**src/rtl/mips_pkg.sv**
```systemverilog
// Shared encodings for the multicycle MIPS controller: opcodes, funct codes,
// ALU codes, mux selects, FSM states and the packed control word.
package mips_pkg;

    localparam logic [5:0] OP_RTYPE = 6'b000000;
    localparam logic [5:0] OP_J     = 6'b000010;
    localparam logic [5:0] OP_BEQ   = 6'b000100;
    localparam logic [5:0] OP_BNE   = 6'b000101;
    localparam logic [5:0] OP_ADDIU = 6'b001001;
    localparam logic [5:0] OP_SLTI  = 6'b001010;
    localparam logic [5:0] OP_SLTIU = 6'b001011;
    localparam logic [5:0] OP_ANDI  = 6'b001100;
    localparam logic [5:0] OP_ORI   = 6'b001101;
    localparam logic [5:0] OP_XORI  = 6'b001110;
    localparam logic [5:0] OP_LUI   = 6'b001111;
    localparam logic [5:0] OP_LW    = 6'b100011;
    localparam logic [5:0] OP_SW    = 6'b101011;

    localparam logic [5:0] F_SLL  = 6'b000000;
    localparam logic [5:0] F_SRL  = 6'b000010;
    localparam logic [5:0] F_SRA  = 6'b000011;
    localparam logic [5:0] F_ADD  = 6'b100000;
    localparam logic [5:0] F_ADDU = 6'b100001;
    localparam logic [5:0] F_SUB  = 6'b100010;
    localparam logic [5:0] F_SUBU = 6'b100011;
    localparam logic [5:0] F_AND  = 6'b100100;
    localparam logic [5:0] F_OR   = 6'b100101;
    localparam logic [5:0] F_XOR  = 6'b100110;
    localparam logic [5:0] F_NOR  = 6'b100111;
    localparam logic [5:0] F_SLT  = 6'b101010;
    localparam logic [5:0] F_SLTU = 6'b101011;

    localparam logic [4:0] ALU_ADD  = 5'b00000;
    localparam logic [4:0] ALU_SUB  = 5'b00001;
    localparam logic [4:0] ALU_SLL  = 5'b00010;
    localparam logic [4:0] ALU_SRL  = 5'b00011;
    localparam logic [4:0] ALU_SLT  = 5'b00100;
    localparam logic [4:0] ALU_AND  = 5'b00101;
    localparam logic [4:0] ALU_OR   = 5'b00110;
    localparam logic [4:0] ALU_XOR  = 5'b00111;
    localparam logic [4:0] ALU_SLTU = 5'b01000;
    localparam logic [4:0] ALU_SRA  = 5'b01001;
    localparam logic [4:0] ALU_NOR  = 5'b01010;

    localparam logic [1:0] SRC_A_REG   = 2'b00;
    localparam logic [1:0] SRC_A_UPPER = 2'b01;
    localparam logic [1:0] SRC_A_PC    = 2'b10;
    localparam logic [1:0] SRC_B_REG   = 2'b00;
    localparam logic [1:0] SRC_B_SHAMT = 2'b01;
    localparam logic [1:0] SRC_B_IMM   = 2'b10;
    localparam logic [1:0] SRC_B_FOUR  = 2'b11;
    localparam logic [1:0] DST_RT      = 2'b00;
    localparam logic [1:0] DST_RD      = 2'b01;
    localparam logic [1:0] M2R_ALU     = 2'b00;
    localparam logic [1:0] M2R_MEM     = 2'b01;
    localparam logic [1:0] PC_SEQ      = 2'b00;
    localparam logic [1:0] PC_BRANCH   = 2'b01;
    localparam logic [1:0] PC_JUMP     = 2'b10;

    typedef enum logic [3:0] {
        S_FETCH    = 4'd0,
        S_DECODE   = 4'd1,
        S_EXEC_R   = 4'd2,
        S_EXEC_I   = 4'd3,
        S_MEM_ADDR = 4'd4,
        S_MEM_RD   = 4'd5,
        S_MEM_WR   = 4'd6,
        S_WB_ALU   = 4'd7,
        S_WB_MEM   = 4'd8,
        S_BRANCH   = 4'd9,
        S_JUMP     = 4'd10
    } state_t;

    typedef struct packed {
        logic       pc_wr;
        logic       ir_wr;
        logic       mem_rd;
        logic       mem_wr;
        logic       reg_wr;
        logic       ext;
        logic       illegal;
        logic [1:0] reg_dst;
        logic [1:0] alu_src_a;
        logic [1:0] alu_src_b;
        logic [1:0] mem2reg;
        logic [1:0] pc_src;
        logic [4:0] alu_ctrl;
    } ctrl_t;

    // I-type ALU ops reuse the funct lookup through their R-type counterpart.
    function automatic logic [5:0] imm_funct(input logic [5:0] op);
        case (op)
            OP_SLTI:  return F_SLT;
            OP_SLTIU: return F_SLTU;
            OP_ANDI:  return F_AND;
            OP_ORI:   return F_OR;
            OP_XORI:  return F_XOR;
            OP_LUI:   return F_SLL;
            default:  return F_ADD;
        endcase
    endfunction

    function automatic logic is_shift(input logic [5:0] funct);
        return (funct == F_SLL) || (funct == F_SRL) || (funct == F_SRA);
    endfunction

endpackage

```
**src/rtl/alu_decode.sv**
```systemverilog
// Funct-field to ALU-code lookup; valid drops for funct values the ALU
// does not implement.
module alu_decode
    import mips_pkg::*;
(
    input  logic [5:0] funct,
    output logic [4:0] alu_ctrl,
    output logic       valid
);

    // NOTE: every output gets a default first so no path can infer a latch.
    always_comb begin
        alu_ctrl = ALU_ADD;
        valid    = 1'b1;
        case (funct)
            F_ADD, F_ADDU: alu_ctrl = ALU_ADD;
            F_SUB, F_SUBU: alu_ctrl = ALU_SUB;
            F_SLL:         alu_ctrl = ALU_SLL;
            F_SRL:         alu_ctrl = ALU_SRL;
            F_SRA:         alu_ctrl = ALU_SRA;
            F_SLT:         alu_ctrl = ALU_SLT;
            F_SLTU:        alu_ctrl = ALU_SLTU;
            F_AND:         alu_ctrl = ALU_AND;
            F_OR:          alu_ctrl = ALU_OR;
            F_XOR:         alu_ctrl = ALU_XOR;
            F_NOR:         alu_ctrl = ALU_NOR;
            default:       valid    = 1'b0;
        endcase
    end

endmodule

```
**src/rtl/multicycle_ctrl.sv**
```systemverilog
// Moore FSM controller for a multicycle MIPS datapath. Define MC_CTRL_STALL_EN
// to hold FETCH/MEM_RD/MEM_WR until mem_ready; otherwise memory is single-cycle.
module multicycle_ctrl
    import mips_pkg::*;
(
    input  logic       clk,
    input  logic       rst,
    input  logic [5:0] op,
    input  logic [5:0] funct,
    input  logic       zero,
    input  logic       mem_ready,
    output logic       pc_wr,
    output logic       ir_wr,
    output logic       mem_rd,
    output logic       mem_wr,
    output logic       reg_wr,
    output logic       ext,
    output logic       illegal,
    output logic [1:0] reg_dst,
    output logic [1:0] alu_src_a,
    output logic [1:0] alu_src_b,
    output logic [1:0] mem2reg,
    output logic [1:0] pc_src,
    output logic [4:0] alu_ctrl,
    output logic [3:0] state
);

    state_t     cur, nxt;
    ctrl_t      ctl;
    logic       illegal_q;
    logic       bad_instr;
    logic       mem_go;
    logic [5:0] dec_funct;
    logic [4:0] dec_alu;
    logic       dec_valid;

`ifdef MC_CTRL_STALL_EN
    assign mem_go = mem_ready;
`else
    logic unused_mem_ready;
    assign unused_mem_ready = mem_ready;
    assign mem_go           = 1'b1;
`endif

    assign dec_funct = (op == OP_RTYPE) ? funct : imm_funct(op);

    alu_decode u_alu_decode (
        .funct    (dec_funct),
        .alu_ctrl (dec_alu),
        .valid    (dec_valid)
    );

    // NOTE: sequential state uses non-blocking assignments only.
    always_ff @(posedge clk or posedge rst) begin
        if (rst) begin
            cur       <= S_FETCH;
            illegal_q <= 1'b0;
        end else begin
            cur       <= nxt;
            illegal_q <= bad_instr;
        end
    end

    always_comb begin
        nxt         = S_FETCH;
        ctl         = '0;
        bad_instr   = 1'b0;
        ctl.illegal = illegal_q;
        case (cur)
            S_FETCH: begin
                ctl.mem_rd    = 1'b1;
                ctl.ir_wr     = mem_go;
                ctl.pc_wr     = mem_go;
                ctl.alu_src_a = SRC_A_PC;
                ctl.alu_src_b = SRC_B_FOUR;
                ctl.alu_ctrl  = ALU_ADD;
                nxt           = mem_go ? S_DECODE : S_FETCH;
            end
            S_DECODE: begin
                case (op)
                    OP_RTYPE: begin
                        if (dec_valid) nxt = S_EXEC_R;
                        else           bad_instr = 1'b1;
                    end
                    OP_ADDIU, OP_SLTI, OP_SLTIU, OP_ANDI,
                    OP_ORI, OP_XORI, OP_LUI: nxt = S_EXEC_I;
                    OP_LW, OP_SW:            nxt = S_MEM_ADDR;
                    OP_BEQ, OP_BNE:          nxt = S_BRANCH;
                    OP_J:                    nxt = S_JUMP;
                    default:                 bad_instr = 1'b1;
                endcase
            end
            S_EXEC_R: begin
                ctl.alu_src_a = SRC_A_REG;
                ctl.alu_src_b = is_shift(funct) ? SRC_B_SHAMT : SRC_B_REG;
                ctl.alu_ctrl  = dec_alu;
                nxt           = S_WB_ALU;
            end
            S_EXEC_I: begin
                ctl.alu_src_a = (op == OP_LUI) ? SRC_A_UPPER : SRC_A_REG;
                ctl.alu_src_b = SRC_B_IMM;
                ctl.ext       = (op == OP_SLTI);
                ctl.alu_ctrl  = dec_alu;
                nxt           = S_WB_ALU;
            end
            S_MEM_ADDR: begin
                ctl.alu_src_b = SRC_B_IMM;
                ctl.ext       = 1'b1;
                ctl.alu_ctrl  = ALU_ADD;
                nxt           = (op == OP_LW) ? S_MEM_RD : S_MEM_WR;
            end
            S_MEM_RD: begin
                ctl.mem_rd = 1'b1;
                nxt        = mem_go ? S_WB_MEM : S_MEM_RD;
            end
            S_MEM_WR: begin
                ctl.mem_wr = 1'b1;
                nxt        = mem_go ? S_FETCH : S_MEM_WR;
            end
            S_WB_ALU: begin
                ctl.reg_wr  = 1'b1;
                ctl.mem2reg = M2R_ALU;
                ctl.reg_dst = (op == OP_RTYPE) ? DST_RD : DST_RT;
            end
            S_WB_MEM: begin
                ctl.reg_wr  = 1'b1;
                ctl.mem2reg = M2R_MEM;
                ctl.reg_dst = DST_RT;
            end
            S_BRANCH: begin
                ctl.alu_src_b = SRC_B_REG;
                ctl.alu_ctrl  = ALU_SUB;
                ctl.pc_src    = PC_BRANCH;
                ctl.pc_wr     = (op == OP_BNE) ? ~zero : zero;
            end
            S_JUMP: begin
                ctl.pc_wr  = 1'b1;
                ctl.pc_src = PC_JUMP;
            end
            default: nxt = S_FETCH;
        endcase
    end

    // Reset gates the outputs directly so strobes drop without waiting for a clock.
    assign {pc_wr, ir_wr, mem_rd, mem_wr, reg_wr, ext, illegal,
            reg_dst, alu_src_a, alu_src_b, mem2reg, pc_src, alu_ctrl} = rst ? '0 : ctl;
    assign state = cur;

endmodule

```
**config.mk**
```make
export PLATFORM = sky130hd
export DESIGN_NAME = multicycle_ctrl
export DESIGN_NICKNAME = d
export VERILOG_FILES = /design/src/rtl/mips_pkg.sv /design/src/rtl/alu_decode.sv /design/src/rtl/multicycle_ctrl.sv
export SDC_FILE = /design/constraint.sdc
export NUM_CORES = 1
export LEC_CHECK = 0
export ABC_AREA = 1
export CORE_UTILIZATION = 46
export CTS_BUF_LIST = sky130_fd_sc_hd__clkbuf_16
export CTS_CLUSTER_DIAMETER = 100
export DETAILED_ROUTE_END_ITERATION = 16
export GPL_ROUTABILITY_DRIVEN = 1
export PLACE_DENSITY = 0.86
export SLEW_MARGIN = 20
export SYNTH_ARGS = -nofsm -noshare
export SYNTH_HDL_FRONTEND = slang
export SYNTH_SLANG_ARGS = --single-unit
```
**constraint.sdc**
```tcl
create_clock -name clk -period 3.9 [get_ports clk]
set_input_delay 0.585 -clock clk [delete_from_list [all_inputs] [get_ports clk]]
set_output_delay 0.585 -clock clk [all_outputs]
set_load 0.02 [all_outputs]
```
==> metrics.txt, run 1 <==
routed wire length=approximately 2.6 mm; area of the mapped netlist=roughly 980 um^2; aggregate global routing overflow=0; non-filler instance count after layout=between 200 and 250; number of buffers inserted by port buffering=37; run status=complete, no violations; Final GP Congestion=a little over 0.9; std cell rows=16; Initial Utilization=0.4937; power share of the combinational group=0.595; final core utilization=0.7222; post-CTS repair timing setup buffer count=0; number of vias after detailed routing=1,211; total power consumption of the routed design=approximately 650 uW; CTS Buffer Depth=2; number of failing setup endpoints in the final timing report=0; Primary FF master, synth=dfrtp_1; number of primary I/O pins=42; number of iterations in the first detailed-routing pass=4; area growth from synthesis to layout=46.29%; pin count of the biggest net entering global routing=18; number of hold violations in the final report=0; Mapped Cells=between 150 and 200; total routing usage reported by global routing=0.2555; cell taking the most area after synthesis=nand2_1; launching element of the worst setup path=op[5]; Avg WL per Cell=~11 um; Starting DRT DRC Count=35; CORE AREA=0.001982 mm^2; fraction of synthesis flops using an asynchronous set or reset pin=1.000; Max Fanout on Critical Path=17; via count of the first global-routing pass=slightly above 1,000; part of the total power dissipated in the clock network=0.256; total placed cells including tap cells=230; TritonCTS clock tree=yes; sum of net half-perimeters after detailed placement=between 2 and 2.5 mm; total number of nets in the final design=224; average vias per placed instance=5.175; critical register-to-register path startpoint=state[0]; number of enable flip-flop cells after synthesis=0; global-route wire length before repair=around 4.2 mm; die width=~48 um; Avg Synthesized Cell Area=5.790 um^2; Yosys warnings=0; count of max-cap constraint violations=0; worst voltage drop across the vdd grid=between 0.0002 and 0.0003 V; worst path arrival time=roughly 3.1 ns; worst clock skew=around 0.0019 ns; most instantiated cells after synthesis=34 x nand2_1, 28 x nor2_1, 26 x inv_1; startpoint-to-endpoint class of the critical path=input port to output pin; share of the synthesized area in the top cell type=0.1304; Clock Root Buffer=clkbuf_16; number of synthesized register bits=5; kind of launch point of the worst setup path=input port; HP Class=register to register; H-Tree Depth=1; critical path data required time=~3.3 ns; Total Neg Setup Slack=0 ns; net load switching power=between 200 and 300 uW; final max-slew violation count=0; fraction of layout instances using a drive strength above 1=0.1449; initial antenna violation count=0; number of distinct library cell variants in the gate-level netlist after synthesis=30; reported leakage power=about 0.66 nW; fraction of the yosys area taken by sequential cells=0.1279; internal cell power=about 360 uW; number of inserted diodes=0; cell types occupying the most area after synthesis=nand2_1 13%, dfrtp_1 13%, nor2_1 11%, inv_1 10%, nor2_4 6.9%; clock transition at the register clock pins on the worst setup and hold paths after CTS=0.03 ns; Inserted Clock Buffers=3; clk sinks=5; antenna violation net count after detailed routing=0; setup repair after global routing missed its margin=false; worst min-delay path startpoint=state[2]; drt drc=0; share of total power in sequential cells=0.149; dominant cell by count in the synthesized netlist=nand2_1; die span in y=roughly 48 um; areal power density over the cells=approximately 450 mW/mm^2; final critical delay including setup and external delays=approximately 3.7 ns; category of the worst setup path capture point=output pin; Worst-Skew Late Latency=0.23 ns; post-route clock period utilization=0.9445; switching share of power=0.4399; Die Area=0.002316 mm^2; top achievable clock speed=between 200 and 300 MHz
final cells by class:
cell class | instances | area (um^2)
clock inverter | 1 | 3.754
multi-input combinational | 132 | 714.4
sequential | 5 | 125.1
fill | 173 | 550.5
timing repair buffer | 37 | 370.4
tap | 27 | 33.78
clock buffer | 3 | 75.07
inverter | 29 | 108.9
worst paths after layout:
kind	cells after the start	end	slack, ns
worst max-delay path	11	alu_ctrl[3]	0.22
worst min-delay path	3	state[2]	0.71
worst max register to register	6	state[3]	2.55
worst min register to register	3	state[2]	0.71
max in group asynchronous	2	illegal_q	2.79
min in group asynchronous	2	state[1]	0.90
power groups by stage:
stage	sequential, mW	combinational, mW	clock [mW]
after floorplan	0.116	0.209	0
after global placement	0.0957	0.371	0
after detailed placement	0.0968	0.381	0
after CTS	0.0962	0.385	0.166
after global routing	0.0992	0.424	0.173
final	0.0970	0.386	0.166
flip-flops by register name (all words and copies together) (netlist names):
name,cells
state,4
illegal_q,1
through the flow:
stage / hold WS, ns / area [um^2] / setup slack (ns)
finish: 0.7064 / 1431 / 0.2166
global route: 0.7347 / 1431 / 0.009249
CTS: 0.7057 / 1431 / 0.2158
detailed placement: 0.7016 / 1353 / 0.2257
global placement: 0.6914 / 1353 / 0.3052
floorplan: 0.3887 / 985.9 / 1.462
worst max-delay path, stage by stage:
cell and delay [ns]:
clkdlybuf4s50_1 0.46, nor2_4 0.35, nand3_2 0.22, nor2_1 0.23, nor2_4 0.08, nor2_1 0.11, nand4_1 0.10, nand3_1 0.11
nand3_1 0.11, nor2_1 0.11, clkdlybuf4s50_1 0.62
what timing repair did:
item	CTS	global route
setup endpoints to repair	0	3
hold buffers	0	0
resized for setup	0	0
cells by family (layout without fill, tap and decap cells):
logic type             count (synthesis)  in the layout  share of synthesized area
flip-flops                             5              5                     0.1279
other                                  1              3                   0.003833
buffers and inverters                 34             70                     0.1496
XOR/XNOR                               1              1                   0.008953
AND/OR/NAND/NOR                      109            109                     0.5933
AO/OA/AOI/OAI                         19             19                     0.1164
cell usage in the layout, fill, tap and decap left out, types with 2 or more instances in the layout:
master           count
dfrtp_1              5
nor2_4               6
clkdlybuf4s50_1     37
nand3_1             12
a21oi_1              7
o21a_1               2
nor2_2               7
o21ai_0              4
clkbuf_16            3
inv_2                3
nand2_1             34
nor2_1              28
nand3_2              3
nand2_4              2
nand4_1              7
inv_1               27
nand2_2              3
nor3_1               2
nor4_1               2
a31oi_1              2
conb_1               3
routing by layer:
layer / part of all wire / track usage / routed length [um] / vias to the layer above
met3: 0.043 / 0.05926 / 113 / 5
met2: 0.50 / 0.4568 / 1324 / 39
met4: 0.0087 / 0.07778 / 23 / 0
met5: 0 / 0 / 0 / -
li1: - / - / - / 619
met1: 0.44 / 0.3020 / 1167 / 548
(Power assumes the default switching activity.)
==> inputs of run 2 (changes only) <==
--- a/config.mk
+++ b/config.mk
@@ -6,12 +6,14 @@
 export NUM_CORES = 1
 export LEC_CHECK = 0
 export ABC_AREA = 1
+export CORE_MARGIN = 4
 export CORE_UTILIZATION = 46
 export CTS_BUF_LIST = sky130_fd_sc_hd__clkbuf_16
 export CTS_CLUSTER_DIAMETER = 100
 export DETAILED_ROUTE_END_ITERATION = 16
 export GPL_ROUTABILITY_DRIVEN = 1
 export PLACE_DENSITY = 0.86
+export SKIP_CTS_REPAIR_TIMING = 1
 export SLEW_MARGIN = 20
 export SYNTH_ARGS = -nofsm -noshare
 export SYNTH_HDL_FRONTEND = slang
==> run 2 against run 1 <==
Setup slack lost 0.035 ns. Design area did not move. Wire length up 6.8%. First-iteration DRC count down 14%. Utilization unchanged. Critical endpoint unchanged.
==> metrics.txt, run 2 (synthesized netlist as in run 1, its figures left out) <==
run status=complete, no violations; worst hold slack=0.7102 ns (+0.003743 ns); number of iterations in the first detailed-routing pass=4 (unchanged); Initial Utilization=0.4937 (unchanged); Starting DRT DRC Count=30 (-14%); number of flip-flops under the largest register name=4 (unchanged); top library cells by usage in the layout, fill and taps aside=37 x clkdlybuf4s50_1, 34 x nand2_1, 28 x nor2_1; final design area excluding fillers=0.001431 mm^2 (unchanged); Final GP Congestion=0.9062 (-0.19%); final critical delay including setup and external delays=3.718 ns (+0.03450 ns); final max-slew violation count=0 (unchanged); number of hold violations in the final report=0 (unchanged); total power consumption of the routed design=649.2 uW (about the same); top achievable clock speed=269.0 MHz (-0.93%); number of failing setup endpoints in the final timing report=0 (unchanged); kind of launch point of the worst setup path=input port; die span in y=54.12 um (+12%); cell area reported after detailed placement=0.001353 mm^2 (unchanged); number of primary I/O pins=42 (unchanged); critical path data required time=3.31 ns (about the same); Clock Root Buffer=clkbuf_16; Die Area=0.002929 mm^2 (+26%); antenna violation net count after detailed routing=0 (unchanged); pin count of the biggest net entering global routing=18 (unchanged); total placed cells including tap cells=230 (unchanged); met1 track demand over resource in global routing=0.2562 (-0.04582); CORE AREA=0.001982 mm^2 (unchanged); aggregate global routing overflow=0 (unchanged); clock transition at the register clock pins on the worst setup and hold paths after CTS=0.03 ns (about the same); count of max-cap constraint violations=0 (unchanged); global-route wire length before repair=4.540 mm (+9.1%); H-Tree Depth=1 (unchanged); sum of net half-perimeters after detailed placement=2.340 mm (+6.5%); CTS Buffer Depth=2 (unchanged); HP Class=register to register; worst voltage drop across the vdd grid=0.0002778 V (+1.9%); routed wire length=2.809 mm (+6.8%); most common cell after layout, fill and taps aside=clkdlybuf4s50_1; busiest layer in global routing=met2; via count of the first global-routing pass=1,055 (+3.9%); std cell rows=16 (unchanged); number of buffers inserted by port buffering=37 (unchanged); met2 global-route usage=0.3825 (-0.07429); average vias per placed instance=5.141 (-0.66%); non-filler instance count after layout=234 (unchanged); Worst-Skew Late Latency=0.23 ns (about the same); startpoint-to-endpoint class of the critical path=input port to output pin; category of the worst setup path capture point=output pin; setup repair after global routing missed its margin=false; total routing usage reported by global routing=0.2094 (-0.04610); fraction of layout instances using a drive strength above 1=0.1449 (unchanged); total number of nets in the final design=224 (unchanged); area growth from synthesis to layout=46.29% (unchanged); clk sinks=5 (unchanged); worst path arrival time=3.13 ns (+0.03 ns); worst clock skew=0.001425 ns (-0.0004904 ns); GR Util met3=0.02493 (-0.03433); TritonCTS clock tree=yes; drt drc=0 (unchanged); Total Neg Setup Slack=0 ns (unchanged); areal power density over the cells=453.5 mW/mm^2 (about the same); post-route clock period utilization=0.9533 (+0.008846); Max Fanout on Critical Path=17 (unchanged); number of vias after detailed routing=1,203 (-0.66%); Inserted Clock Buffers=3 (unchanged); initial antenna violation count=0 (unchanged); reported leakage power=0.6559 nW (unchanged); die width=54.12 um (+12%); Avg WL per Cell=12.00 um (+6.8%); number of inserted diodes=0 (unchanged)
[run 2: cell type report]
| type | instances | area (um^2) |
|---|---|---|
| sequential | 5 | 125.1 |
| multi-input combinational | 132 | 714.4 |
| fill | 170 | 550.5 |
| timing repair buffer | 37 | 370.4 |
| clock inverter | 1 | 3.754 |
| tap | 27 | 33.78 |
| clock buffer | 3 | 75.07 |
| inverter | 29 | 108.9 |
[run 2: path summary, 6_finish.rpt]
| kind | from | end | slack [ns] | depth (start not counted) |
|---|---|---|---|---|
| worst max-delay path | op[4] | alu_ctrl[3] | 0.18 | 13 |
| worst min-delay path | state[2] | state[2] | 0.71 | 3 |
| worst max register to register | state[3] | state[1] | 2.61 | 6 |
| worst min register to register | state[2] | state[2] | 0.71 | 3 |
| max in group asynchronous | rst | state[3] | 2.80 | 2 |
| min in group asynchronous | rst | state[1] | 0.89 | 2 |
[run 2: through the flow]
step                worst slack, ns  utilization
floorplan                     1.462            -
global placement             0.2989       0.6824
detailed placement           0.1968       0.6824
CTS                          0.1838       0.7222
global route                0.03204       0.7222
finish                       0.1821       0.7222
[run 2: worst max-delay path, stage by stage]
cell             delay, ns
clkdlybuf4s50_1       0.46
nor2_4                0.35
nand2_1               0.12
nor2_2                0.17
nand2_1               0.12
nand2_1               0.17
nand2_2               0.09
nor2_2                0.10
nor2_2                0.04
nand3_1               0.07
nand3_1               0.11
nor2_1                0.12
clkdlybuf4s50_1       0.62
[run 2: layer usage]
metal,routed length [um],vias to the layer above
met5,0,-
met4,35,0
met3,164,5
met2,1469,49
met1,1140,533
li1,-,616
[run 2: report_power, final]
part           total [mW]  internal, mW  switching (mW)
Clock               0.166         0.133          0.0336
Combinational       0.387         0.155           0.231
Sequential         0.0963        0.0753          0.0210
Total               0.649         0.363           0.286
==> inputs of run 3 (changes only) <==
--- a/config.mk
+++ b/config.mk
@@ -6,13 +6,14 @@
 export NUM_CORES = 1
 export LEC_CHECK = 0
 export ABC_AREA = 1
-export CORE_MARGIN = 4
+export CORE_MARGIN = 2
 export CORE_UTILIZATION = 46
 export CTS_BUF_LIST = sky130_fd_sc_hd__clkbuf_16
 export CTS_CLUSTER_DIAMETER = 100
 export DETAILED_ROUTE_END_ITERATION = 16
 export GPL_ROUTABILITY_DRIVEN = 1
 export PLACE_DENSITY = 0.86
+export SETUP_SLACK_MARGIN = 0.3
 export SKIP_CTS_REPAIR_TIMING = 1
 export SLEW_MARGIN = 20
 export SYNTH_ARGS = -nofsm -noshare
==> run 3 against run 2 <==
Register-to-register slack barely moved. Critical endpoint is now alu_ctrl[2]. Cell count is 2.6% higher. Clock power about the same.
==> metrics.txt, run 3 (synthesized netlist as in run 1, its figures left out) <==
fraction of layout instances using a drive strength above 1=0.1690 (+0.02409); critical register-to-register path startpoint=state[1]; aggregate global routing overflow=0 (unchanged); routed wire length=2.885 mm (+2.7%); post-route clock period utilization=0.8484 (-0.1049); number of failing setup endpoints in the final timing report=0 (unchanged); top achievable clock speed=302.2 MHz (+12%); number of inserted diodes=0 (unchanged); average vias per placed instance=5.321 (+3.5%); number of iterations in the first detailed-routing pass=4 (unchanged); worst clock skew=0.001910 ns (+0.0004851 ns); Worst-Skew Late Latency=0.23 ns (about the same); clock transition at the register clock pins on the worst setup and hold paths after CTS=0.03 ns (about the same); number of hold violations in the final report=0 (unchanged); final design area excluding fillers=0.001485 mm^2 (+3.8%); initial antenna violation count=0 (unchanged); part of the total power dissipated in the clock network=0.254 (-0.002); cell area reported after detailed placement=0.001353 mm^2 (unchanged); setup repair after global routing missed its margin=false; number of vias after detailed routing=1,277 (+6.2%); CORE AREA=0.001982 mm^2 (unchanged); worst voltage drop across the vdd grid=0.0002545 V (-8.4%); kind of launch point of the worst setup path=input port; number of flip-flops under the largest register name=4 (unchanged); die width=50.12 um (-7.4%); Starting DRT DRC Count=34 (+13%); power share of the combinational group=0.596 (about the same); Clock Root Buffer=clkbuf_16; Final GP Congestion=0.9082 (+0.22%); area growth from synthesis to layout=51.79%; reported leakage power=0.7581 nW (+16%); Initial Utilization=0.4937 (unchanged); number of primary I/O pins=42 (unchanged); internal cell power=366.2 uW (+0.78%); non-filler instance count after layout=240 (+2.6%); count of max-cap constraint violations=0 (unchanged); HP Class=register to register; worst min-delay path startpoint=state[3]; Total Neg Setup Slack=0 ns (unchanged); sum of net half-perimeters after detailed placement=2.158 mm (-7.8%); number of buffers inserted by port buffering=37 (unchanged); critical path data required time=3.31 ns (about the same); worst path arrival time=2.72 ns (-0.41 ns); share of total power in sequential cells=0.151 (+0.003); category of the worst setup path capture point=output pin; top library cells by usage in the layout, fill and taps aside=34 x nand2_1, 33 x clkdlybuf4s50_1, 28 x nor2_1; TritonCTS clock tree=yes; areal power density over the cells=439.2 mW/mm^2 (-3.2%); global-route wire length before repair=4.574 mm (+0.75%); Die Area=0.002512 mm^2 (-14%); die span in y=50.12 um (-7.4%); total placed cells including tap cells=230 (unchanged); run status=complete, no violations; drt drc=0 (unchanged); Inserted Clock Buffers=3 (unchanged); net load switching power=286.1 uW (+0.10%); most common cell after layout, fill and taps aside=nand2_1; startpoint-to-endpoint class of the critical path=input port to output pin; Avg WL per Cell=12.02 um (+0.14%); pin count of the biggest net entering global routing=18 (unchanged); total number of nets in the final design=230 (+2.7%); std cell rows=16 (unchanged); CTS Buffer Depth=2 (unchanged); final max-slew violation count=0 (unchanged); launching element of the worst setup path=op[5]; final critical delay including setup and external delays=3.309 ns (-0.4092 ns); switching share of power=0.4386 (-0.001669); clk sinks=5 (unchanged); Max Fanout on Critical Path=7 (-10); total routing usage reported by global routing=0.2312 (+0.02176); H-Tree Depth=1 (unchanged); via count of the first global-routing pass=1,125 (+6.6%); antenna violation net count after detailed routing=0 (unchanged)
run 3: changes by cell type in the layout (fill, tap and decap cells not counted), sizes merged:
cell / previous run / this run
buf: 0 / 5
clkdlybuf4s50: 37 / 33
dlymetal6s2s: 0 / 4
nor2: 41 / 42
run 3: critical path: stages:
cell and delay, ns:
clkdlybuf4s50_1 0.58, nor2_2 0.13, buf_4 0.16, nand3_1 0.09
nand2_1 0.10, nor2_2 0.22, nand2_1 0.12, nor2_2 0.13
nor2_2 0.04, nand3_1 0.08, nand3_1 0.11, nor2_1 0.13
dlymetal6s2s_1 0.25
run 3: final timing paths:
path,end,slack (ns),cells past startpoint
setup reg to reg,state[2],2.62,5
max in group asynchronous,state[1],2.77,2
hold reg to reg,state[3],0.71,3
hold / removal,state[3],0.71,3
min in group asynchronous,state[3],0.91,2
setup / recovery,alu_ctrl[2],0.59,13
run 3: final cells by class:
type	count	area [um^2]
inverter	29	108.9
sequential	5	125.1
tap	27	33.78
fill	150	496.7
clock inverter	1	3.754
clock buffer	3	75.07
timing repair buffer	42	417.9
multi-input combinational	133	720.7
run 3: power groups by stage:
stage / registers [mW] / clock network [mW] / logic (mW)
2_1_floorplan: 0.116 / 0 / 0.209
3_3_place_gp: 0.0957 / 0 / 0.371
3_5_place_dp: 0.0980 / 0 / 0.377
4_1_cts: 0.0977 / 0.165 / 0.380
5_1_grt: 0.102 / 0.171 / 0.421
6_report: 0.0983 / 0.166 / 0.388
run 3: through the flow:
step	hold WS, ns	utilization	total power, mW	worst slack (ns)
global route	0.7856	0.7494	0.6935	0.4680
detailed placement	0.6978	0.6824	0.4747	0.2070
CTS	0.7035	0.7222	0.6424	0.1946
finish	0.7146	0.7494	0.6523	0.5914
global placement	0.6850	0.6824	0.4669	0.2994
floorplan	0.3887	-	0.3251	1.462
run 3: layer usage:
layer / GRT usage / wire length (um) / vias to the layer above
met4: 0.07870 / 23 / 0
met3: 0.03030 / 198 / 4
met1: 0.2690 / 1168 / 582
met5: 0 / 0 / -
li1: - / - / 627
met2: 0.4254 / 1494 / 64
